<file path="src/rtl/dkong3_audio_pkg.sv">
`default_nettype none
// ============================================================================
// Module   : dkong3_audio_pkg
// Purpose  : Shared widths, FSM state encoding and saturation helper for the
//            Donkey Kong 3 audio output stage.
// Revision : 1.0 - initial release
// ============================================================================
package dkong3_audio_pkg;

    localparam int SAMPLE_W = 16;
    localparam int DCB_W    = 21;
    localparam int Y_W      = 20;
    localparam int VOL_W    = 3;
    localparam int GAIN_W   = 4;
    localparam int PROD_W   = 24;
    localparam int CALC_W   = 32;

    typedef enum logic [1:0] {
        ST_IDLE  = 2'd0,
        ST_DCB   = 2'd1,
        ST_SCALE = 2'd2,
        ST_OUT   = 2'd3
    } audio_state_e;

    function automatic logic signed [CALC_W-1:0] saturate(
        input logic signed [CALC_W-1:0] x,
        input logic signed [CALC_W-1:0] hi,
        input logic signed [CALC_W-1:0] lo
    );
        if (x > hi)
            return hi;
        else if (x < lo)
            return lo;
        else
            return x;
    endfunction

endpackage
`default_nettype wire

</file>
<file path="src/rtl/dkong3_sat.sv">
`default_nettype none
// ============================================================================
// Module   : dkong3_sat
// Purpose  : Signed saturator, IN_W -> OUT_W bits, with a clip indication.
//            SYMMETRIC=1 limits to +/-(2^(OUT_W-1)-1).
// Revision : 1.0 - initial release
// ============================================================================
module dkong3_sat
    import dkong3_audio_pkg::*;
#(
    parameter int IN_W      = 21,
    parameter int OUT_W     = 20,
    parameter bit SYMMETRIC = 1'b1
) (
    input  logic signed [IN_W-1:0]  data_i,
    output logic signed [OUT_W-1:0] data_o,
    output logic                    clip_o
);

    localparam logic signed [CALC_W-1:0] c_SAT_HI = (32'sd1 <<< (OUT_W - 1)) - 32'sd1;
    localparam logic signed [CALC_W-1:0] c_SAT_LO = SYMMETRIC ? -c_SAT_HI : -c_SAT_HI - 32'sd1;

    logic signed [CALC_W-1:0] w_ext;
    logic signed [CALC_W-1:0] w_sat;

    assign w_ext  = {{(CALC_W - IN_W){data_i[IN_W-1]}}, data_i};
    assign w_sat  = saturate(w_ext, c_SAT_HI, c_SAT_LO);
    assign data_o = w_sat[OUT_W-1:0];
    assign clip_o = (w_sat != w_ext);

endmodule
`default_nettype wire

</file>
<file path="src/rtl/dkong3_audio_out.sv">
`default_nettype none
// ============================================================================
// Module   : dkong3_audio_out
// Purpose  : Decimating averager, DC blocker, volume scaler and mute for the
//            mixed sound-subsystem sample stream.
// Revision : 1.0 - initial release
// ============================================================================
module dkong3_audio_out
    import dkong3_audio_pkg::*;
#(
    parameter int DECIM_LOG2 = 5,
    parameter int DCB_K      = 10
) (
    input  logic                       I_CLK_24M,
    input  logic                       I_RESET,
    input  logic signed [SAMPLE_W-1:0] I_SAMPLE,
    input  logic                       I_SAMPLE_CE,
    input  logic [VOL_W-1:0]           I_VOLUME,
    input  logic                       I_MUTE,
    output logic signed [SAMPLE_W-1:0] O_SAMPLE,
    output logic                       O_VALID,
    output logic                       O_CLIP
);

    localparam int c_ACC_W = SAMPLE_W + DECIM_LOG2;

    audio_state_e state_q, state_d;

    logic signed [c_ACC_W-1:0]  acc_q, acc_d;
    logic [DECIM_LOG2-1:0]      cnt_q, cnt_d;
    logic signed [SAMPLE_W-1:0] avg_q, avg_d;
    logic signed [SAMPLE_W-1:0] avg_prev_q, avg_prev_d;
    logic signed [Y_W-1:0]      y_prev_q, y_prev_d;
    logic signed [SAMPLE_W-1:0] p_q, p_d;
    logic signed [SAMPLE_W-1:0] sample_q, sample_d;
    logic                       valid_q, valid_d;
    logic                       clip_q, clip_d;

    logic signed [c_ACC_W-1:0]  w_sample_ext;
    logic signed [c_ACC_W-1:0]  w_acc_sum;
    logic                       w_wrap;
    logic signed [DCB_W-1:0]    w_avg_x, w_avgp_x, w_yp_x, w_yp_shift, w_dcb_raw;
    logic signed [Y_W-1:0]      w_y_sat;
    logic                       w_clip_dcb;
    logic [GAIN_W-1:0]          w_gain;
    logic signed [PROD_W-1:0]   w_y_x, w_gain_x, w_prod;
    logic signed [SAMPLE_W-1:0] w_p_sat;
    logic                       w_clip_scale;

    assign w_sample_ext = {{DECIM_LOG2{I_SAMPLE[SAMPLE_W-1]}}, I_SAMPLE};
    assign w_acc_sum    = acc_q + w_sample_ext;
    assign w_wrap       = I_SAMPLE_CE && (cnt_q == '1);

    // y = avg - avg_prev + y_prev - y_prev/2^K, all sign-extended to 21 bits
    assign w_avg_x    = {{(DCB_W - SAMPLE_W){avg_q[SAMPLE_W-1]}}, avg_q};
    assign w_avgp_x   = {{(DCB_W - SAMPLE_W){avg_prev_q[SAMPLE_W-1]}}, avg_prev_q};
    assign w_yp_x     = {{(DCB_W - Y_W){y_prev_q[Y_W-1]}}, y_prev_q};
    assign w_yp_shift = w_yp_x >>> DCB_K;
    assign w_dcb_raw  = w_avg_x - w_avgp_x + w_yp_x - w_yp_shift;

    dkong3_sat #(
        .IN_W      (DCB_W),
        .OUT_W     (Y_W),
        .SYMMETRIC (1'b1)
    ) u_sat_dcb (
        .data_i (w_dcb_raw),
        .data_o (w_y_sat),
        .clip_o (w_clip_dcb)
    );

    // Gain is (vol+1)/4; the low two product bits are the floor shift.
    assign w_gain   = {1'b0, I_VOLUME} + 4'd1;
    assign w_y_x    = {{(PROD_W - Y_W){y_prev_q[Y_W-1]}}, y_prev_q};
    assign w_gain_x = {{(PROD_W - GAIN_W){1'b0}}, w_gain};
    assign w_prod   = w_y_x * w_gain_x;

    dkong3_sat #(
        .IN_W      (PROD_W - 2),
        .OUT_W     (SAMPLE_W),
        .SYMMETRIC (1'b0)
    ) u_sat_scale (
        .data_i (w_prod[PROD_W-1:2]),
        .data_o (w_p_sat),
        .clip_o (w_clip_scale)
    );

    always_ff @(posedge I_CLK_24M) begin
        if (I_RESET)
            state_q <= ST_IDLE;
        else
            state_q <= state_d;
    end

    always_comb begin
        acc_d      = acc_q;
        cnt_d      = cnt_q;
        avg_d      = avg_q;
        avg_prev_d = avg_prev_q;
        y_prev_d   = y_prev_q;
        p_d        = p_q;
        sample_d   = sample_q;
        valid_d    = 1'b0;
        clip_d     = clip_q;
        state_d    = state_q;

        // Accumulation runs regardless of where the FSM is.
        if (I_SAMPLE_CE) begin
            cnt_d = cnt_q + DECIM_LOG2'(1);
            acc_d = w_wrap ? '0 : w_acc_sum;
        end
        if (w_wrap)
            avg_d = w_acc_sum[c_ACC_W-1:DECIM_LOG2];

        case (state_q)
            ST_IDLE: begin
                if (w_wrap)
                    state_d = ST_DCB;
            end
            ST_DCB: begin
                y_prev_d   = w_y_sat;
                avg_prev_d = avg_q;
                clip_d     = clip_q | w_clip_dcb;
                state_d    = ST_SCALE;
            end
            ST_SCALE: begin
                p_d     = w_p_sat;
                clip_d  = clip_q | w_clip_scale;
                state_d = ST_OUT;
            end
            ST_OUT: begin
                sample_d = I_MUTE ? '0 : p_q;
                valid_d  = 1'b1;
                state_d  = ST_IDLE;
            end
            default: state_d = ST_IDLE;
        endcase
    end

    always_ff @(posedge I_CLK_24M) begin
        if (I_RESET) begin
            acc_q      <= '0;
            cnt_q      <= '0;
            avg_q      <= '0;
            avg_prev_q <= '0;
            y_prev_q   <= '0;
            p_q        <= '0;
            sample_q   <= '0;
            valid_q    <= 1'b0;
            clip_q     <= 1'b0;
        end else begin
            acc_q      <= acc_d;
            cnt_q      <= cnt_d;
            avg_q      <= avg_d;
            avg_prev_q <= avg_prev_d;
            y_prev_q   <= y_prev_d;
            p_q        <= p_d;
            sample_q   <= sample_d;
            valid_q    <= valid_d;
            clip_q     <= clip_d;
        end
    end

    assign O_SAMPLE = sample_q;
    assign O_VALID  = valid_q;
    assign O_CLIP   = clip_q;

endmodule
`default_nettype wire

</file>
<file path="config.mk">
export PLATFORM = sky130hd
export DESIGN_NAME = dkong3_audio_out
export DESIGN_NICKNAME = d
export VERILOG_FILES = /design/src/rtl/dkong3_audio_pkg.sv /design/src/rtl/dkong3_sat.sv /design/src/rtl/dkong3_audio_out.sv
export SDC_FILE = /design/constraint.sdc
export NUM_CORES = 1
export LEC_CHECK = 0
export CAP_MARGIN = 40
export CORE_ASPECT_RATIO = 1.1
export CORE_MARGIN = 4
export CORE_UTILIZATION = 40
export CTS_CLUSTER_SIZE = 24
export DETAILED_ROUTE_END_ITERATION = 10
export PLACE_DENSITY = 0.55
export SETUP_SLACK_MARGIN = 0.05
export SYNTH_ARGS = -nofsm -noshare
export SYNTH_HDL_FRONTEND = slang
export SYNTH_SLANG_ARGS = --single-unit
</file>
<file path="constraint.sdc">
create_clock -name I_CLK_24M -period 8.38 [get_ports I_CLK_24M]
set_input_delay 1.257 -clock I_CLK_24M [delete_from_list [all_inputs] [get_ports I_CLK_24M]]
set_output_delay 1.257 -clock I_CLK_24M [all_outputs]
set_load 0.01 [all_outputs]
</file>
* Word level (Yosys, flattened, before mapping) *
Index checks and enable logic that the tools add are counted.

operators by class
  add/subtract/negate cells = 6
  multipliers = 1
  order comparisons = 4
  equal/unequal tests = 7
  mux-type cells = 10
  bitwise operators = 2
  reduce and logical (&&, ||, !) cells = 3

operators with widths
  cell                  count
  $mux 32               4
  $ne 32x21->1          1
  $ne 32x22->1          1
  $mul 20x5->24         1
  $gt 22x16->1 const B  1
  $lt 22x16->1 const B  1
  $add 17x20->21        1
  $add 21x16->21        1
  $gt 21x20->1 const B  1
  $lt 21x20->1 const B  1
  $mux 21               1
  $sub 21x10->21        1
  $sub 16x16->17        1
  $mux 16               1
  $pmux 2 s4            1
  $add 5x1->5 const B   1
  $eq 5x5->1 const B    1
  $add 3x1->4 const B   1
  $eq 2x2->1 const B    2
  $eq 2x1->1 const B    1
  $logic_not 2->1       1
  $mux 2                1
  $ne 2x2->1 const B    1
  $or 1x1->1            2
  other kinds (4)       4

word-level totals
  register bits = 114
  input port bits = 23
  output and inout bits = 18
  logic and storage cells = 43

* Longest topological paths before layout *
  depth in word-level cells = 9
  mapped depth = 24
  gate-level depth less buffers = 21

* Hierarchy *
A second synthesis with hierarchy kept.

second synthesis, totals
  cells, all modules = 1230
  area, all modules = 10476.3 µm²

by module, submodules not included
  module                    instances  cells each  area an instance (µm²)  seq. area each (µm²)
  dkong3_audio_out          1          1125        9862.0                  2282.2
  dkong3_sat (u_sat_scale)  1          49          317.8                   0.0
  dkong3_sat (u_sat_dcb)    1          56          296.5                   0.0

* Least setup slack after synthesis *
OpenSTA, ideal clock, no wires.

  kind = in2reg
  start point = input port I_VOLUME[0]
  end point = register clip_q, in the netlist O_CLIP
  data arrival time = 6.508 ns
  data required time = 8.288 ns
  slack = 1.780 ns
  stages on the path = 23
  buffers on the path = 3
  cell sequence = ha_1 > xor2_1 > clkbuf_1 > and2_1 > ha_1 > fa_1 > inv_1 > fa_1 > inv_1 > ha_1 > a2111oi_2 > o21ai_1 > a31oi_2 > a21oi_1 > mux2i_1 > a211oi_1 > nand4_1 > or2_2 > ha_1 > clkbuf_1 > clkbuf_1 > a2bb2oi_1 > o32ai_1

on the way
  longest elaborated chain between the ends = 8
  elaborated cells on any way between the ends = 9
  classes of those cells = add/sub: 1; mul: 1; order compare: 2; eq/ne: 1; mux: 3; bitwise: 1

RTL lines
  what                    line                     RTL
  start: declaration      dkong3_audio_out.sv:18   input logic [VOL_W-1:0] I_VOLUME,
  $add 3x1->4 *           dkong3_audio_out.sv:72   assign w_gain = {1'b0, I_VOLUME} + 4'd1;
  $mul 20x5->24 *         dkong3_audio_out.sv:75   assign w_prod = w_y_x * w_gain_x;
  $lt 22x16->1            dkong3_audio_pkg.sv:32   else if (x < lo)
  $mux 32                 dkong3_audio_pkg.sv:32
  $mux 32                 dkong3_audio_pkg.sv:30   if (x > hi)
  $ne 32x22->1 *          dkong3_sat.sv:29         assign clip_o = (w_sat != w_ext);
  $or 1x1->1 *            dkong3_audio_out.sv:127  clip_d = clip_q | w_clip_scale;
  $pmux 1 s2 *            dkong3_audio_out.sv:114  case (state_q)
  end signal: assignment  dkong3_audio_out.sv:159  clip_q <= clip_d;
  end: declaration        dkong3_audio_out.sv:37   logic clip_q, clip_d;

Mark *: on every way between the ends. The rest lies on a longest branch, timed or not.
A chain may end at the register's enable or synchronous reset.

* Worst setup path after layout *
Same ends and word-level chain as after synthesis.

==> out/results.txt <==
Crit-path slowest cell: ha_1
Max Buffers Root-to-Sink: 2
Final Skew: 0.0133 ns
CP top delay family: adder cells
Synth Warn #: 0
Pwr Density: 132 nW/um^2
Worst path max stage delay: 0.62 ns
CTS buffer count: 17
Area delta synth->final: 12.8%
Critical R2R Launch: y_prev_q[19]$_SDFFE_PP0N_
First-pass GRT wire length: 40900 um
I/O pin count: 41
Worst slew pin tran: 0.859 ns
Starting Density: 0.409
Final Hold Fails: 0
Die area: 28700 um^2
Via count: 8102
Clock Power Share: 0.501
Die height: 177 um
Synth Flop Type: dfxtp_1
Hold Path Class: reg -> reg
CP Cell Sequence: clkdlybuf4s50_1 -> buf_4 -> and3_1 -> and2_1 -> ha_1 -> fa_1 -> inv_1 -> fa_1 -> inv_1 -> ha_1 -> a2111oi_2 -> o21ai_1 -> a31oi_2 -> a21oi_1 -> mux2i_1 -> a211oi_1 -> nand4_1 -> or2_2 -> ha_1 -> a2bb2oi_1 -> o32ai_1
Root buffer cell: clkbuf_16
CP most frequent cell: ha_1
Clock Pin Slew Worst Setup and Hold Paths: 0.05 ns
Max Fclk: 140 MHz
Gate power share: 0.134
GRT overflow: 0
Top cell type's share of synthesized area: 0.219
Seq/Total Area, Yosys: 0.219
Synthesized net count: 1429
Vias in the first global route: 8357
GRT Total Usage: 0.173
CTS tree: done
Die span in x: 162 um
Max FO, Critical Path: 21
CP endpoint kind: flop
Dominant cell type by area after synthesis: dfxtp_1
RSZ-0062 raised after global routing: no
Worst-skew pair later-pin latency: 0.41 ns
CP Data Arrival Time: 7.46 ns
DP Wirelength: 18800 um
Syn avg cell area: 8.46 um^2
Sw frac: 0.257
WS Path Type: in -> reg
Setup tns final: 0 ns
PnR worst setup slack: 1.24 ns
Row count: 61
Initial antenna violation count: 0
Sequential group share of total power: 0.366
Crit path launch type: input pin
WHS: 0.463 ns
Layout Nets: 1446
Max H-tree Level: 4
Number of routed nets with antenna violations: 0
Final setup viols: 0
Initial DRT Pass Iterations: 5
Cell Area, Synth: 10400 um^2
Leak: 5.08 nW
Critical Path RT: 8.70 ns
Wirelength per Cell: 14.9 um
Layout cell share with drive strength beyond 1: 0.0507
Ys async rst share: 0
Largest net degree at the start of global routing: 81
Maximum VDD drop: 0.127 mV
Placer's final routability congestion estimate: 0.878
Int Pwr: 0.00115 W
Via/cell ratio: 5.04
Diodes inserted: 0
Post-Syn Instances: 1234
CP bufs+invs: 4
1st-iter DRT viols: 378
Max Cap Viol: 0
Drc violations: 0
Top cells by area, synth: dfxtp_1 (22%), fa_1 (15%), ha_1 (11%)
Crit path time final: 7.14 ns
Hold Buf Count CTS: 0
Hold Crit Start: O_SAMPLE[12]$_SDFFE_PP0P_
FF+latch count, synth: 114
Core area: 25500 um^2
Status: finished clean
Max Transition Viols Final: 0
Sw Pwr: 0.000398 W
Final WL: 24000 um
Fin crit share: 0.852
Port buffer count: 40
Pre-CTS worst setup slack: 0.801 ns
Yosys cell types: 76
CP Launch Point: I_VOLUME[0]
Number of flops mapped to enable cells by yosys: 0
Postcts setup bufs: 0
# clock sinks: 114
Max-Slew Margin vs Limit: 0.427
PostCTS Resize Cnt: 0
==> power by group through the flow <==
stage | logic, W | clock network [W] | registers, W
after floorplan | 0.000160 | 0 | 0.000576
after global placement | 0.000208 | 0 | 0.000578
after detailed placement | 0.000210 | 0 | 0.000579
after CTS | 0.000211 | 0.000792 | 0.000567
after global routing | 0.000235 | 0.000817 | 0.000569
final | 0.000207 | 0.000776 | 0.000567
==> worst reg2reg max path, delay by kind of cell (launching register included) <==
kind | cells | cell delay [ns]
xor+xnor | 1 | 0.23
flops | 1 | 0.52
fa+ha+maj | 4 | 1.81
compound gates | 5 | 1.81
buf+inv | 1 | 0.26
simple gates | 4 | 0.80
==> metal layers <==
metal,share of wire,vias up,global-route usage
li1,-,4191,-
met1,0.48,3816,0.225
met2,0.49,66,0.304
met3,0.015,29,0.0211
met4,0.017,0,0.0515
met5,0,-,0
==> per-stage QoR <==
step / area (um^2) / std cells / util / total power [W]
after floorplan: 10400 / 1234 / - / 0.000736
after global placement: 11100 / 1576 / 0.436 / 0.000786
after detailed placement: 11100 / 1578 / 0.437 / 0.000789
after CTS: 11800 / 1609 / 0.462 / 0.00157
after global routing: 11800 / 1609 / 0.462 / 0.00162
final: 11800 / 1609 / 0.462 / 0.00155
==> registers in the layout, indices dropped and copies added, names as in the netlist <==
register and count:
cnt_q 5, O_VALID 1, state_q 2, y_prev_q 20
avg_q 16, acc_q 21, O_CLIP 1, avg_prev_q 16
O_SAMPLE 16, p_q 16
==> layout make-up <==
type	count	area, um^2
Clock buffer	18	439
Clock inverter	13	185
Fill cell	2574	13700
Inverter	136	510
Multi-Input combinational cell	934	7450
Sequential cell	114	2280
Tap cell	346	433
Timing Repair Buffer	48	469
==> kinds of logic (layout without fill, tap and decap cells) <==
logic type	count (synthesis)	after routing	share of synthesized area
AOI/OAI and AO/OA	244	244	0.164
buffers and inverters	186	215	0.0679
DFF	114	114	0.219
and+or+nand+nor	435	435	0.214
adders and majority gates	172	172	0.262
xor gates and xnor gates	56	56	0.0470
muxes	27	27	0.0260
==> cell usage in the layout, fill, tap and decap left out, types with 4 or more instances in the layout <==
cell type        count
a211oi_1            15
a21o_1              16
a21oi_1             96
a31oi_1              6
and2_1              59
and3_1               6
buf_4                7
bufinv_16            4
clkbuf_16           17
clkdlybuf4s50_1     39
clkinvlp_4           5
dfxtp_1            114
fa_1                77
ha_1                94
inv_1              136
mux2i_1             26
nand2_1             58
nand2b_1            50
nand3_1             16
nand3b_1            19
nand4_1              6
nor2_1             126
nor2b_1             23
nor3_1              42
nor3b_1              4
o211ai_1             5
o21a_1              22
o21ai_0             21
o21ai_1              4
o21bai_1             4
o31ai_1              5
or2_2                4
or3_1               11
xnor2_1             26
xor2_1              30
==> synth_stat cells (all sizes together) (23+ instances only) <==
library cell and instances:
nand2 58, xnor2 26, mux2i 26, inv 136, a21oi 97, clkbuf 44
nor2 126, ha 95, nor3 42, and2 60, nand2b 50, o21ai 28
dfxtp 114, nor2b 23, fa 77, xor2 30
==> path summary, 6_finish.rpt <==
path | slack, ns | depth (start not counted) | to
setup / recovery | 1.24 | 21 | O_CLIP$_SDFFE_PP0P_
setup reg to reg | 2.78 | 15 | O_CLIP$_SDFFE_PP0P_
hold / removal | 0.46 | 2 | O_SAMPLE[12]$_SDFFE_PP0P_
hold reg to reg | 0.46 | 2 | O_SAMPLE[12]$_SDFFE_PP0P_
(Power assumes the default switching activity.)
